## src/rtl/icache_dm_2word.sv

```systemverilog
// icache_dm_2word: direct-mapped instruction cache with 2-word (8-byte) lines.
// A lookup hit returns the selected word combinationally in the same cycle.
// A miss stalls fetch. It reads one 64-bit block from main memory over a fixed
// latency, writes that block into the indexed line, and then replays the lookup.
module icache_dm_2word #(
    parameter int NUM_LINES    = 8,
    parameter int MISS_LATENCY = 4
) (
    input  logic        CLK,
    input  logic        RESET,
    input  logic [31:0] PC,
    input  logic        Req,
    output logic [31:0] Inst,
    output logic        Stall,
    output logic        Access_MM,
    output logic [31:0] PC_MM,
    input  logic [63:0] Data_MM,
    output logic [31:0] Hit_Count,
    output logic [31:0] Miss_Count
);

    localparam int IDX = $clog2(NUM_LINES);
    localparam int TW  = 29 - IDX;
    localparam int CW  = (MISS_LATENCY > 1) ? $clog2(MISS_LATENCY) : 1;
    localparam logic [CW-1:0] LAT_LAST = CW'(MISS_LATENCY - 1);

    typedef enum logic [1:0] {S_LOOKUP, S_FETCH, S_FILL} state_t;

    state_t          state_q, state_d;
    logic [28:0]     miss_blk_q, miss_blk_d;   // miss_pc[31:3]
    logic [CW-1:0]   lat_q, lat_d;
    logic [31:0]     hit_cnt_q, hit_cnt_d;
    logic [31:0]     miss_cnt_q, miss_cnt_d;

    // Line storage. Only the valid bits are reset. Tags and data are meaningless
    // until the valid bit of their line is set.
    logic            valid_q   [NUM_LINES];
    logic [TW-1:0]   tag_q     [NUM_LINES];
    logic [31:0]     data_hi_q [NUM_LINES];
    logic [31:0]     data_lo_q [NUM_LINES];

    logic [TW-1:0]   pc_tag;
    logic [IDX-1:0]  pc_idx;
    logic            pc_off;
    logic [TW-1:0]   miss_tag;
    logic [IDX-1:0]  miss_idx;
    logic            lookup_hit;
    logic            fill_en;
    logic            unused_pc_bits;

    assign pc_tag         = PC[31:3+IDX];
    assign pc_idx         = PC[3+IDX-1:3];
    assign pc_off         = PC[2];
    assign miss_tag       = miss_blk_q[28:IDX];
    assign miss_idx       = miss_blk_q[IDX-1:0];
    assign unused_pc_bits = ^PC[1:0];

    // The read is combinational so that a hit delivers in the same cycle.
    assign lookup_hit = valid_q[pc_idx] && (tag_q[pc_idx] == pc_tag);
    assign fill_en    = (state_q == S_FETCH) && (lat_q == LAT_LAST);

    assign Hit_Count  = hit_cnt_q;
    assign Miss_Count = miss_cnt_q;

    // Per-line valid bits: cleared by reset and set when the refill completes.
    genvar gi;
    generate
        for (gi = 0; gi < NUM_LINES; gi++) begin : g_valid
            always_ff @(posedge CLK or posedge RESET) begin
                if (RESET)
                    valid_q[gi] <= 1'b0;
                else if (fill_en && (miss_idx == IDX'(gi)))
                    valid_q[gi] <= 1'b1;
            end
        end
    endgenerate

    // Tag and data write at the final FETCH edge. This is gated by state_q, so a
    // reset discards the write.
    always_ff @(posedge CLK) begin
        if (fill_en) begin
            tag_q[miss_idx]     <= miss_tag;
            data_hi_q[miss_idx] <= Data_MM[63:32];
            data_lo_q[miss_idx] <= Data_MM[31:0];
        end
    end

    // State, miss address, latency counter and performance counters.
    always_ff @(posedge CLK or posedge RESET) begin
        if (RESET) begin
            state_q    <= S_LOOKUP;
            miss_blk_q <= '0;
            lat_q      <= '0;
            hit_cnt_q  <= '0;
            miss_cnt_q <= '0;
        end else begin
            state_q    <= state_d;
            miss_blk_q <= miss_blk_d;
            lat_q      <= lat_d;
            hit_cnt_q  <= hit_cnt_d;
            miss_cnt_q <= miss_cnt_d;
        end
    end

    // Next-state and output decode.
    always_comb begin
        state_d    = state_q;
        miss_blk_d = miss_blk_q;
        lat_d      = lat_q;
        hit_cnt_d  = hit_cnt_q;
        miss_cnt_d = miss_cnt_q;
        Inst       = 32'h0;
        Stall      = 1'b0;
        Access_MM  = 1'b0;
        PC_MM      = 32'h0;
        case (state_q)
            S_LOOKUP: begin
                if (Req) begin
                    if (lookup_hit) begin
                        Inst      = pc_off ? data_lo_q[pc_idx] : data_hi_q[pc_idx];
                        hit_cnt_d = hit_cnt_q + 32'd1;
                    end else begin
                        Stall      = 1'b1;
                        miss_blk_d = PC[31:3];
                        lat_d      = '0;
                        miss_cnt_d = miss_cnt_q + 32'd1;
                        state_d    = S_FETCH;
                    end
                end
            end
            S_FETCH: begin
                Access_MM = 1'b1;
                PC_MM     = {miss_blk_q, 3'b000};
                Stall     = 1'b1;
                lat_d     = lat_q + 1'b1;
                if (fill_en)
                    state_d = S_FILL;
            end
            S_FILL: begin
                Stall   = 1'b1;
                state_d = S_LOOKUP;
            end
            default: state_d = S_LOOKUP;
        endcase
    end

endmodule

```

## config.mk

```make
export PLATFORM = sky130hd
export DESIGN_NAME = icache_dm_2word
export DESIGN_NICKNAME = d
export VERILOG_FILES = /design/src/rtl/icache_dm_2word.sv
export SDC_FILE = /design/constraint.sdc
export NUM_CORES = 1
export LEC_CHECK = 0
export ABC_AREA = 1
export CAP_MARGIN = 20
export CORE_ASPECT_RATIO = 1.5
export CORE_MARGIN = 2
export CORE_UTILIZATION = 45
export DETAILED_ROUTE_END_ITERATION = 8
export GPL_TIMING_DRIVEN = 0
export PLACE_DENSITY = 0.66
export SLEW_MARGIN = 40
export SYNTH_ARGS = -nofsm -noshare
export SYNTH_HDL_FRONTEND = slang
export SYNTH_SLANG_ARGS = --single-unit
```

## constraint.sdc

```tcl
create_clock -name CLK -period 5.8 [get_ports CLK]
set_input_delay 1.16 -clock CLK [delete_from_list [all_inputs] [get_ports CLK]]
set_output_delay 1.16 -clock CLK [all_outputs]
set_load 0.02 [all_outputs]
```

**Word-level counts from Yosys, hierarchy flattened**

Memory sizes are Yosys's and may differ from the RTL's.
Index checks and enable logic that the tools add are counted.

- Flip-flop bits (word level): 105
- RAM bits: 720
- Input bits: 99
- Output and inout port bits: 130
- Word-level logic and storage cells: 75
- Memories: 3

- Add/sub/neg operators: 3
- Order comparisons: 1
- Eq/ne operators: 14
- Mux-type cells: 21
- Bitwise gates (word level): 2
- Reductions and logical operators: 18

Memory list:

| memory | words | width | read ports | clocked after Yosys merged registers in | wr ports | line | RTL |
|---|---|---|---|---|---|---|---|
| data_hi_q | 8 | 32 | 1 | 0 | 1 | 39 | `logic [31:0] data_hi_q [NUM_LINES];` |
| data_lo_q | 8 | 32 | 1 | 0 | 1 | 40 | `logic [31:0] data_lo_q [NUM_LINES];` |
| tag_q | 8 | 26 | 1 | 0 | 1 | 38 | `logic [TW-1:0] tag_q [NUM_LINES];` |

Operators by type and width:

| operator | count |
|---|---|
| two-way mux 32 bit | 5 |
| adder 32 x 1 -> 32 bit, second input constant | 2 |
| == test 26 bit | 1 |
| == test 3 bit, second input constant | 4 |
| AND reduction 3 bit | 4 |
| logical AND 1 bit | 10 |
| two-way mux 2 bit | 5 |
| case mux 2 bit (2 select lines) | 2 |
| two-way mux 1 bit | 7 |
| == test 3 x 2 -> 1 bit, second input constant | 2 |
| inequality test 2 bit, second input constant | 3 |
| == test 2 bit, second input constant | 2 |
| >= comparator 4 bit, second input constant | 1 |
| inverter 3 -> 4 bit | 1 |
| binary-select mux 1 bit (select 3 bit) | 1 |
| == test 3 x 1 -> 1 bit, second input constant | 1 |
| logical NOT 3 bit | 1 |
| adder 2 x 1 -> 2 bit, second input constant | 1 |
| == test 2 x 1 -> 1 bit, second input constant | 1 |
| logical NOT 2 bit | 1 |
| case mux 1 bit (2 select lines) | 1 |
| nonzero test 2 bit | 1 |
| OR reduction 2 bit | 1 |
| inverter 1 bit | 1 |

**Longest topological paths before layout**

- Depth in word-level cells: 8
- Depth in mapped cells: 21
- Mapped depth without buffers: 18

**Least setup slack after synthesis**

Ideal clock, no wire load.

- Kind: flip-flop to flip-flop
- Start: reg state_q[1]
- End: reg valid_q[4] (netlist name)
- Library setup time: 0.088 ns
- Arrival time: 5.463 ns
- Required time: 5.712 ns
- Setup slack: 0.249 ns
- Stages on the path, launching flop included: 9
- Path buffers: 1
- Period minus slack after synthesis: 5.551 ns
- Cell sequence: dfrtp_1 -> inv_1 -> ha_1 -> clkbuf_1 -> inv_1 -> nor3_1 -> inv_1 -> nor2_1 -> or2_2

- Longest elaborated chain between the ends: 3

Ends and longest elaborated chain:

| element | line | RTL |
|---|---|---|
| from (decl) | 29 | `state_t state_q, state_d;` |
| from (signal assigned) | 97 | `state_q <= state_d;` |
| == test 2 x 1 -> 1 bit | 60 | `assign fill_en = (state_q == S_FETCH) && (lat_q == LAT_LAST);` |
| logical AND 1 bit | 60 |  |
| logical AND 1 bit | 72 | `else if (fill_en && (miss_idx == IDX'(gi)))` |
| to (signal, indexed assignment) | 71 | `valid_q[gi] <= 1'b0;` |
| to (signal, indexed assignment) | 73 | `valid_q[gi] <= 1'b1;` |
| to (decl) | 37 | `logic valid_q [NUM_LINES];` |

No other way between the ends.
A chain may end at the register's enable or synchronous reset.

**Worst setup path after layout**

- Start: in PC[3]
- End: out Inst[0]

- Longest elaborated chain between the ends: 8
- Elaborated cells on any way between the ends: 13
- Those cells by class: eq/ne (1); mux (7); bitwise (1); reduce/logical (1); memory (3)

Ends and longest elaborated chain:

| element | line | RTL |
|---|---|---|
| from (decl) | 11 | `input logic [31:0] PC,` |
| branches (longest 5 deep; another with memory (8 x 26 bit)) | -- |  |
| two-way mux 32 bit (*) | 119 | `if (lookup_hit) begin` |
| two-way mux 32 bit (*) | 118 | `if (Req) begin` |
| two-way mux 32 bit (*) | 116 | `case (state_q)` |
| to (decl) | 13 | `output logic [31:0] Inst,` |

Mark *: on every way between the ends. The select of a mux whose other input is x is not followed.

==> summary.txt <==
Finish
  • Commonest non-fill, non-tap cell in the layout: nand2_1
  • Fillers: 6,568
  • P&R area growth vs syn: 21.98%
  • Nets: between 3,000 and 4,000
  • Share of layout cells above drive strength 1: 8.183%
  • Commonest non-fill, non-tap cells in the layout: 917 x nand2_1, 720 x edfxtp_1, 231 x a21oi_1, 220 x inv_1, 210 x nand3_1

Placed design
  • Final Wtd Congestion: 0.9560
  • Input/output buffers: ~220
  • Post-DP HPWL: 80,100 um

Timing
  • Clk_skew: 0.02411 ns
  • Fin worst setup slack: -0.09533 ns
  • Final Hold Violating Endpoints: 0
  • Max_slew headroom: 36.05%
  • Final Setup Violations: 1
  • Measured slew at the worst slew-check pin: 0.9519 ns
  • Hold_ws: 0.4643 ns
  • RSZ-0062 raised after global routing: yes
  • Fin. max-slew vios: 0
  • Min Tclk post-route: roughly 6 ns
  • Setup TNS: -0.09533 ns
  • Final critical-path share of the clock period: 101.6%
  • Fmax: 169.6 MHz

Drt
  • DR iter-0 viols: 2,586
  • Via/cell ratio: approximately 5.7
  • DRC Markers: 0
  • Pre-antenna DRT Iters: 5
  • Final wirelength: 113,500 um
  • Mean routed wirelength per cell: roughly 25 um
  • Via count: 26,250
  • Remaining antenna violation count: 0

Global routing
  • Vias in the first global route: 26,130
  • Total Routing Usage GR: 28.10%
  • Global-route wire length before repair: around 160,000 um
  • GRT Residual Overflow: 0
  • Initial antenna violation count: 10
  • Pin count of the biggest net entering global routing: 60

Worst setup path
  • CP required: 4.64 ns
  • Reg-to-Reg Start: tag_q[3][15]
  • Critical path data arrival time: 4.74 ns
  • Crit path max-delay family: buffers and inverters
  • Worst Reg-to-Reg Cells: 13
  • Worst reg-to-reg setup slack: approximately 2.7 ns
  • CP Capture Type: output pin
  • CP Cell Sequence: buf_6 -> buf_6 -> buf_2 -> buf_1 -> clkbuf_1 -> nand2_1 -> a221oi_1 -> nor3_1 -> nor3_1 -> clkdlybuf4s50_1
  • Worst R2R End: Miss_Count[2]
  • Slowest stage cell, crit path: clkbuf_1
  • Crit Path Category: in2out
  • Max FO, Critical Path: 10
  • CP peak stage delay: 0.72 ns
  • Startpoint class of the critical path: input pin
  • Buf+Inv Stages, Crit Path: 6

Floorplan
  • Core box area: 77,420 um^2
  • IO Pins: around 230
  • Die W: 232.1 um
  • Initial Util: 45.36%
  • Die Area: 80,330 um^2
  • Die Height: about 350 um
  • Floorplan row count: 125

Yosys
  • Flops & latches, synth: 825
  • Mean post-synth cell area: approximately 11 um^2
  • Yosys warning total: 0
  • Yosys cell types: 32
  • Sequential share of the synthesized area: 69.05%
  • Post-Synthesis Cells: 3,164
  • Synthesized area: 35,110 um^2

Min path
  • Hold Startpoint: valid_q[6]
  • Worst hold stages: 1
  • Hold Path Sink: valid_q[6]
  • Worst Hold Class: reg2reg

Clock network
  • CTS tree: built
  • H-tree Lvls: 3
  • Number of buffers created by CTS: 80
  • Sink Count: 825
  • Post-CTS Setup Inserts: 0
  • Clock latency on the worst-skew pair: 0.65 ns
  • Clock root buffer: clkbuf_16
  • Max clock buf depth: 3
  • Clock transition at path regs: 0.06 ns

Outcome
  • Violated checks: setup timing
  • Status: finished, violations left

Pwr
  • Pwr/cell area: about 330 nW/um^2
  • Static leakage: 0.01669 uW
  • Max VDD drop: roughly 0.27 mV

Run
  • Max_cap viols: 0
-- cell usage after synthesis (all sizes together) --
cell	number	share of area, %
xnor2	13	0.32
clkbuf	115	1.2
a221oi	101	2.5
or2	9	0.16
nand3	212	3.1
nor4	12	0.21
nor4b	1	0.025
dfrtp	105	7.5
nand2	918	9.8
nor2	153	1.7
inv	224	2.4
xor2	36	0.90
nand4	50	0.89
o21ai	63	0.93
edfxtp	720	62
clkinv	1	0.011
a21oi	231	3.3
a311oi	27	0.67
ha	6	0.21
conb	1	0.011
o211ai	1	0.021
buf	70	1.2
nor3	95	1.4
-- how the worst max path moves through the flow --
stage	startpoint	to	slack, ns	cells after the start
finish	PC[3]	Inst[0]	-0.1	10
global route	PC[3]	Inst[0]	-0.12	11
CTS	PC[3]	Inst[0]	0.001	10
detailed placement	PC[5]	Inst[14]	-0.86	15
global placement	state_q[1]	valid_q[6]	-4.18	8
floorplan	state_q[1]	valid_q[4]	0.25	8
-- power breakdown --
group | internal [uW] | switching (uW) | total [uW]
combinational | 564 | 1170 | 1740
clock | 3080 | 2240 | 5320
sequential | 6860 | 353 | 7210
total | 10500 | 3770 | 14300
-- final cells by class --
type / instances / area (um^2) / area share (%)
diodes: 3 / 7.507 / 0.01753
plain buffers: 185 / 910.9 / 2.127
clock buffers: 107 / 2208 / 5.156
clock inverters: 41 / 432.9 / 1.011
inverters: 225 / 857.1 / 2.001
multi-input cells: 1931 / 9346 / 21.82
flip-flops and latches: 825 / 24250 / 56.61
well taps: 1016 / 1271 / 2.968
repair buffers: 279 / 3550 / 8.287
-- flip-flops by register name (all words and copies together), names as in the netlist --
signal,cells
tag_q,208
state_q,2
data_hi_q,256
data_lo_q,256
miss_blk_q,29
lat_q,2
Hit_Count,32
Miss_Count,32
valid_q,8
-- cell families (layout without fill, tap and decap cells) --
family	after synthesis	count (layout)	share of synthesized area, %
xor gates and xnor gates	49	49	1.222
DFF	825	825	69.05
AOI/OAI and AO/OA	423	423	7.436
buffers and inverters	410	837	4.892
other	1	6	0.01068
adders and majority gates	6	6	0.2138
and+or+nand+nor	1450	1450	17.17
-- metal layers --
| metal | up-vias | GRT usage (%) | routed length, um |
|---|---|---|---|
| li1 | 11810 | - | - |
| met1 | 12810 | 31.57 | 40010 |
| met2 | 1285 | 50.02 | 58980 |
| met3 | 328 | 4.545 | 8217 |
| met4 | 14 | 16.30 | 6186 |
| met5 | - | 0 | 95 |
-- timing repair --
action	in CTS	in global routing
gates resized for setup	43	37
hold buffers	0	0
endpoints found under the setup margin	33	28
endpoints found under the hold margin	0	0
-- metrics by stage --
step                util [%]  instance area (um^2)  setup slack (ns)  total power [uW]  cells
floorplan                  -                 35120            0.2492              8096   3166
global placement       49.84                 38590            -4.176              8978   4401
detailed placement     51.63                 39970           -0.8647              9045   4461
CTS                    55.21                 42740          0.001365             14300   4609
global route           55.32                 42830           -0.1229             14700   4611
finish                 55.33                 42830          -0.09533             14270   4612
No activity file was read; power rests on OpenSTA's default activity.
